[config.mk]
export PLATFORM = sky130hd
export DESIGN_NAME = reg_burst_sink
export DESIGN_NICKNAME = d
export VERILOG_FILES = /design/src/rtl/reg_burst_sink.sv
export SDC_FILE = /design/constraint.sdc
export NUM_CORES = 1
export LEC_CHECK = 0
export ABC_AREA = 1
export CAP_MARGIN = 10
export CORE_MARGIN = 2
export CORE_UTILIZATION = 45
export CTS_BUF_LIST = sky130_fd_sc_hd__clkbuf_4
export DETAILED_ROUTE_END_ITERATION = 10
export SLEW_MARGIN = 25
export SYNTH_ARGS = -nofsm -noshare
export SYNTH_HDL_FRONTEND = slang
export SYNTH_SLANG_ARGS = --single-unit
[constraint.sdc]
create_clock -name clock -period 2.6 [get_ports clock]
set_input_delay 0.52 -clock clock [delete_from_list [all_inputs] [get_ports clock]]
set_output_delay 0.52 -clock clock [all_outputs]
set_load 0.005 [all_outputs]
[src/rtl/reg_burst_sink.sv]
// -----------------------------------------------------------------------------
// reg_burst_sink
//
// Consumes the regnum burst produced by the register-number sequencer and
// writes wr_data into a 32-entry register file at each step. It counts the
// writes, checks that the burst addresses step contiguously in one direction
// (modulo 32), and reports completion or error. A combinational read port
// gives downstream logic and debug access to the register file.
//
// Ports:
//   clock       in   rising-edge system clock
//   reset       in   asynchronous, active-low reset
//   go          in   sequencer go (arms / aborts a burst)
//   done        in   sequencer done (ends a burst)
//   regnum      in   write address for the current burst step
//   wr_data     in   write data for the current burst step
//   rd_addr     in   read address
//   rd_data     out  regs[rd_addr], combinational; 0 for address 0
//   burst_done  out  high while the burst is complete
//   burst_err   out  sticky error for the current or last burst
//   wr_count    out  writes in the current or last burst (saturates at 15)
//   last_reg    out  address of the most recent write
// -----------------------------------------------------------------------------
module reg_burst_sink #(
    parameter int WIDTH     = 32,
    parameter int MAX_BURST = 8
) (
    input  logic             clock,
    input  logic             reset,
    input  logic             go,
    input  logic             done,
    input  logic [4:0]       regnum,
    input  logic [WIDTH-1:0] wr_data,
    input  logic [4:0]       rd_addr,
    output logic [WIDTH-1:0] rd_data,
    output logic             burst_done,
    output logic             burst_err,
    output logic [3:0]       wr_count,
    output logic [4:0]       last_reg
);

    typedef enum logic [1:0] {
        S_IDLE,
        S_ARMED,
        S_WRITING,
        S_COMPLETE
    } state_t;

    localparam logic [3:0] MAX_CNT   = 4'(MAX_BURST);
    localparam logic [3:0] BURST_LEN = 4'd5;

    state_t           state_q, state_d;
    logic [3:0]       wr_count_q, wr_count_d;
    logic             burst_err_q, burst_err_d;
    logic [4:0]       last_reg_q, last_reg_d;
    // Direction of the current burst, fixed by its second write.
    logic             dir_valid_q, dir_valid_d;
    logic             dir_up_q, dir_up_d;
    logic             wr_en;
    logic [WIDTH-1:0] regs_q [32];

    logic [3:0] cnt_inc;
    logic [4:0] addr_up, addr_down;

    assign cnt_inc   = (wr_count_q == 4'd15) ? 4'd15 : wr_count_q + 4'd1;
    assign addr_up   = last_reg_q + 5'd1;   // 5-bit wrap: 31+1 = 0
    assign addr_down = last_reg_q - 5'd1;

    // NOTE: every signal written here is given a default first, so no path
    // through the case statement leaves one unassigned and infers a latch.
    always_comb begin
        state_d     = state_q;
        wr_count_d  = wr_count_q;
        burst_err_d = burst_err_q;
        last_reg_d  = last_reg_q;
        dir_valid_d = dir_valid_q;
        dir_up_d    = dir_up_q;
        wr_en       = 1'b0;

        case (state_q)
            S_IDLE, S_COMPLETE: begin
                if (go) begin
                    state_d     = S_ARMED;
                    wr_count_d  = 4'd0;
                    burst_err_d = 1'b0;
                end
            end

            S_ARMED: begin
                // First write of the burst happens on the edge go drops.
                if (!go) begin
                    wr_en       = 1'b1;
                    wr_count_d  = 4'd1;
                    last_reg_d  = regnum;
                    dir_valid_d = 1'b0;
                    state_d     = S_WRITING;
                end
            end

            S_WRITING: begin
                if (go) begin
                    burst_err_d = 1'b1;
                    wr_count_d  = 4'd0;
                    state_d     = S_ARMED;
                end else if (done) begin
                    if (wr_count_q != BURST_LEN) burst_err_d = 1'b1;
                    state_d = S_COMPLETE;
                end else if (wr_count_q >= MAX_CNT) begin
                    // Runaway burst: stop writing and close it as an error.
                    burst_err_d = 1'b1;
                    state_d     = S_COMPLETE;
                end else begin
                    wr_en      = 1'b1;
                    wr_count_d = cnt_inc;
                    last_reg_d = regnum;
                    if (!dir_valid_q) begin
                        dir_valid_d = 1'b1;
                        if (regnum == addr_up) begin
                            dir_up_d = 1'b1;
                        end else if (regnum == addr_down) begin
                            dir_up_d = 1'b0;
                        end else begin
                            burst_err_d = 1'b1;
                        end
                    end else if (regnum != (dir_up_q ? addr_up : addr_down)) begin
                        burst_err_d = 1'b1;
                    end
                end
            end

            default: state_d = S_IDLE;
        endcase
    end

    // NOTE: sequential state uses non-blocking assignments so every flop
    // samples pre-edge values regardless of process ordering.
    always_ff @(posedge clock or negedge reset) begin
        if (!reset) begin
            state_q     <= S_IDLE;
            wr_count_q  <= 4'd0;
            burst_err_q <= 1'b0;
            last_reg_q  <= 5'd0;
            dir_valid_q <= 1'b0;
            dir_up_q    <= 1'b0;
        end else begin
            state_q     <= state_d;
            wr_count_q  <= wr_count_d;
            burst_err_q <= burst_err_d;
            last_reg_q  <= last_reg_d;
            dir_valid_q <= dir_valid_d;
            dir_up_q    <= dir_up_d;
        end
    end

    // NOTE: the register file is reset because its contents are architecturally
    // visible as zero after reset; this forces flops rather than a RAM macro.
    always_ff @(posedge clock or negedge reset) begin
        if (!reset) begin
            for (int i = 0; i < 32; i++) regs_q[i] <= '0;
        end else if (wr_en && (regnum != 5'd0)) begin
            // Writes to address 0 are dropped (still counted above).
            regs_q[regnum] <= wr_data;
        end
    end

    assign rd_data    = (rd_addr == 5'd0) ? '0 : regs_q[rd_addr];
    assign burst_done = (state_q == S_COMPLETE);
    assign burst_err  = burst_err_q;
    assign wr_count   = wr_count_q;
    assign last_reg   = last_reg_q;

endmodule

==> impl_metrics.ini <==
[power_and_ir_drop]
p_total_w = 0.0487
power.density_nw_per_um2 = 857
leakagePower_nw = 26.1
peakVddDrop_uv = 420

[synthesis]
synthFlopType = dfrtp_1
netlist_area_sq_um = 47800
synth_area_per_cell_sq_um = 8.52
synth_cells = 5608
ys_top_cells_by_count = nand2_1 (1335), o21ai_0 (1053), dfrtp_1 (1038)
synth_top_area_share_pct = 54.3
synth_most_common_cell = nand2_1
ys_seq_elements = 1038
synth_edf_count = 0
ys_types = 36
synth_nets = 5662
async_flop_share_pct = 100
synth_seq_area_share_pct = 54.3
yosysWarnings = 0
synth_top_cell_by_area = dfrtp_1
synthTopCellsByArea = dfrtp_1 (54%), o21ai_0 (11%), nand2_1 (10%)

[cts]
cts_max_path_buffers = 4
cts_made_buffers = 301
cts.sinks = 1038
cts_root_buf = clkbuf_4
htree_levels = 5
clk_latency_ns = 1.21
cts_tree = yes
path_clk_slew_ns = 0.07

[timing]
hold_viol_final = 0
finalClockSkew_ns = 0.0976
final_max_slew_viol_count = 0
setup-violations-final = 32
fmax_mhz = 325
timing.final.crit_share_pct = 118
period_needed_ns = 3.08
slew_headroom_pct = 51.9
final.setup.tns_ns = -11.31
rsz0062_at_grt = yes
worst_pin_slew_ns = 0.718
setup_slack_ns = -0.477

[cells_and_area]
drive_above_1_share_pct = 19.9
largest_reg_flops = 1024
regArea_sq_um = 26000
area_growth_pct = 18.9
final_cells = 7447
fillCellCount = 9761
fin_util_pct = 54.0
nNetsFinal = 5913
multiInputGateArea_sq_um = 19500

[worst_hold_path]
min_path_type = in2async

[routing]
topRoutingLayerUsed = met5
drt-initial-drc-count = 4263
via_per_inst = 5.64
drcViolationCount = 0
ant_nets = 0
met2_length_um = 71300
wl_met1_um = 69300
dr.pass1.iters = 5
met3_length_um = 12300
vias = 41977
post_drt_wl_per_cell_um = 21.2
drt_wl_total_um = 158000

[floorplan]
io_pins = 89
initial_core_util_pct = 45.4
die_x_um = 330
rows = 119
dieArea_sq_um = 109000
coreArea_sq_um = 105000
die_h_um = 330

[critical_path]
critPathSlowestCell = dfrtp_1
critPathBufInv = 2
critPathMaxStageDelay_ns = 0.38
worst-setup-path-type = reg2out
cp_cell_sequence = o21ai_0, nor2_1, o31ai_1, nand3_2, nand2_1, nor2_1, buf_4, buf_6
critPathLaunch = regs_q[39]
cp.arrival_ns = 2.56
cp-end-kind = primary output
cp_max_fo = 2
cp-start-kind = flip-flop
cp_data_required_time_ns = 2.08
worstReg2RegStart = state_q[1]
crit_family = compound AO/OA/AOI/OAI gates
crit_top_cell = nor2_1

[grt]
antenna_found_initial = 5
grt_pass1_wl_um = 245000
grt_max_degree = 92
track_usage_pct = 29.4
grt_pass1_vias = 40885
grt-ovfl-total = 0

[placed_design]
port_buffers = 88
placedCellCount = 6918
place.gp.congestion = 0.835
hpwl_um = 97000

[outcome]
status = complete, but fails checks
violations = negative setup slack

[flow_run]
cap_viol_max_count = 0
-- power breakdown --
part           internal, W  leakage [nW]  switching, W
sequential          0.0209          14.2       0.00263
combinational      0.00447          9.73       0.00582
clock              0.00792          2.16       0.00693
-- final timing paths --
| check | to | slack, ns | cells after the start |
|---|---|---|---|
| setup / recovery | rd_data[7] | -0.48 | 8 |
| hold / removal | regs_q[382] | 0.11 | 3 |
| setup reg to reg | regs_q[497] | 0.21 | 11 |
| hold reg to reg | regs_q[997] | 0.38 | 0 |
| max in group asynchronous | regs_q[201] | 1.88 | 4 |
| min in group clock | last_reg[4] | 0.18 | 4 |
-- worst min-delay path: stages --
cell,delay (ns)
dlygate4sd3_1,0.56
buf_8,0.31
buf_12,0.27
-- cell usage in the layout, fill, tap and decap left out, types with 40 or more instances in the layout --
cell type        count
buf_4              259
nand2_1           1308
nand3_1            205
o21ai_2            117
inv_1               60
o211ai_1            61
o221ai_1           122
a21oi_1             47
clkbuf_4           444
o21ai_0            978
nor2_1             562
clkinv_1            40
clkdlybuf4s50_1     40
o21ai_1            330
dfrtp_1           1032
buf_12             148
-- through the flow --
stage / worst slack, ns / cell area [sq um] / hold WS, ns
final: -0.477 / 56900 / 0.114
after global routing: -0.680 / 56900 / 0.0666
after CTS: -0.599 / 56500 / 0.0428
after detailed placement: -0.670 / 52500 / 0.366
after global placement: -0.702 / 52500 / 0.366
after floorplan: 0.313 / 47800 / 0.224
-- metal layers --
| metal | global-route usage [%] | vias up |
|---|---|---|
| met3 | 6.42 | 336 |
| met4 | 10.8 | 4 |
| met2 | 45.2 | 1706 |
| li1 | - | 19490 |
| met5 | 0 | - |
| met1 | 40.9 | 20441 |
-- area by class of cell --
type	instances	share of cell area (%)
sequential	1038	45.7
antenna	9	0.0396
clock buffer	444	5.86
tap	1391	3.06
clock inverter	47	0.420
timing repair buffer	493	10.0
inverter	71	0.526
multi-input combinational	3954	34.4
-- cell families (layout without fill, tap and decap cells) --
kind of cell | count (synthesis) | in the layout | share of synthesized area (%)
simple gates | 2220 | 2220 | 18.8
xor+xnor | 3 | 3 | 0.0550
flops | 1038 | 1038 | 54.3
fa+ha+maj | 8 | 8 | 0.209
buf+inv | 616 | 1055 | 6.25
compound gates | 1723 | 1723 | 20.4
other cells | 0 | 9 | 0
-- timing repair --
action / CTS / global route
setup buffers: 18 / 19
pin swaps: 145 / 126
resized for setup: 301 / 105
endpoints found under the hold margin: 1003 / 0
endpoints found under the setup margin: 43 / 32
hold buffers: 2 / 0
(Power assumes the default switching activity.)
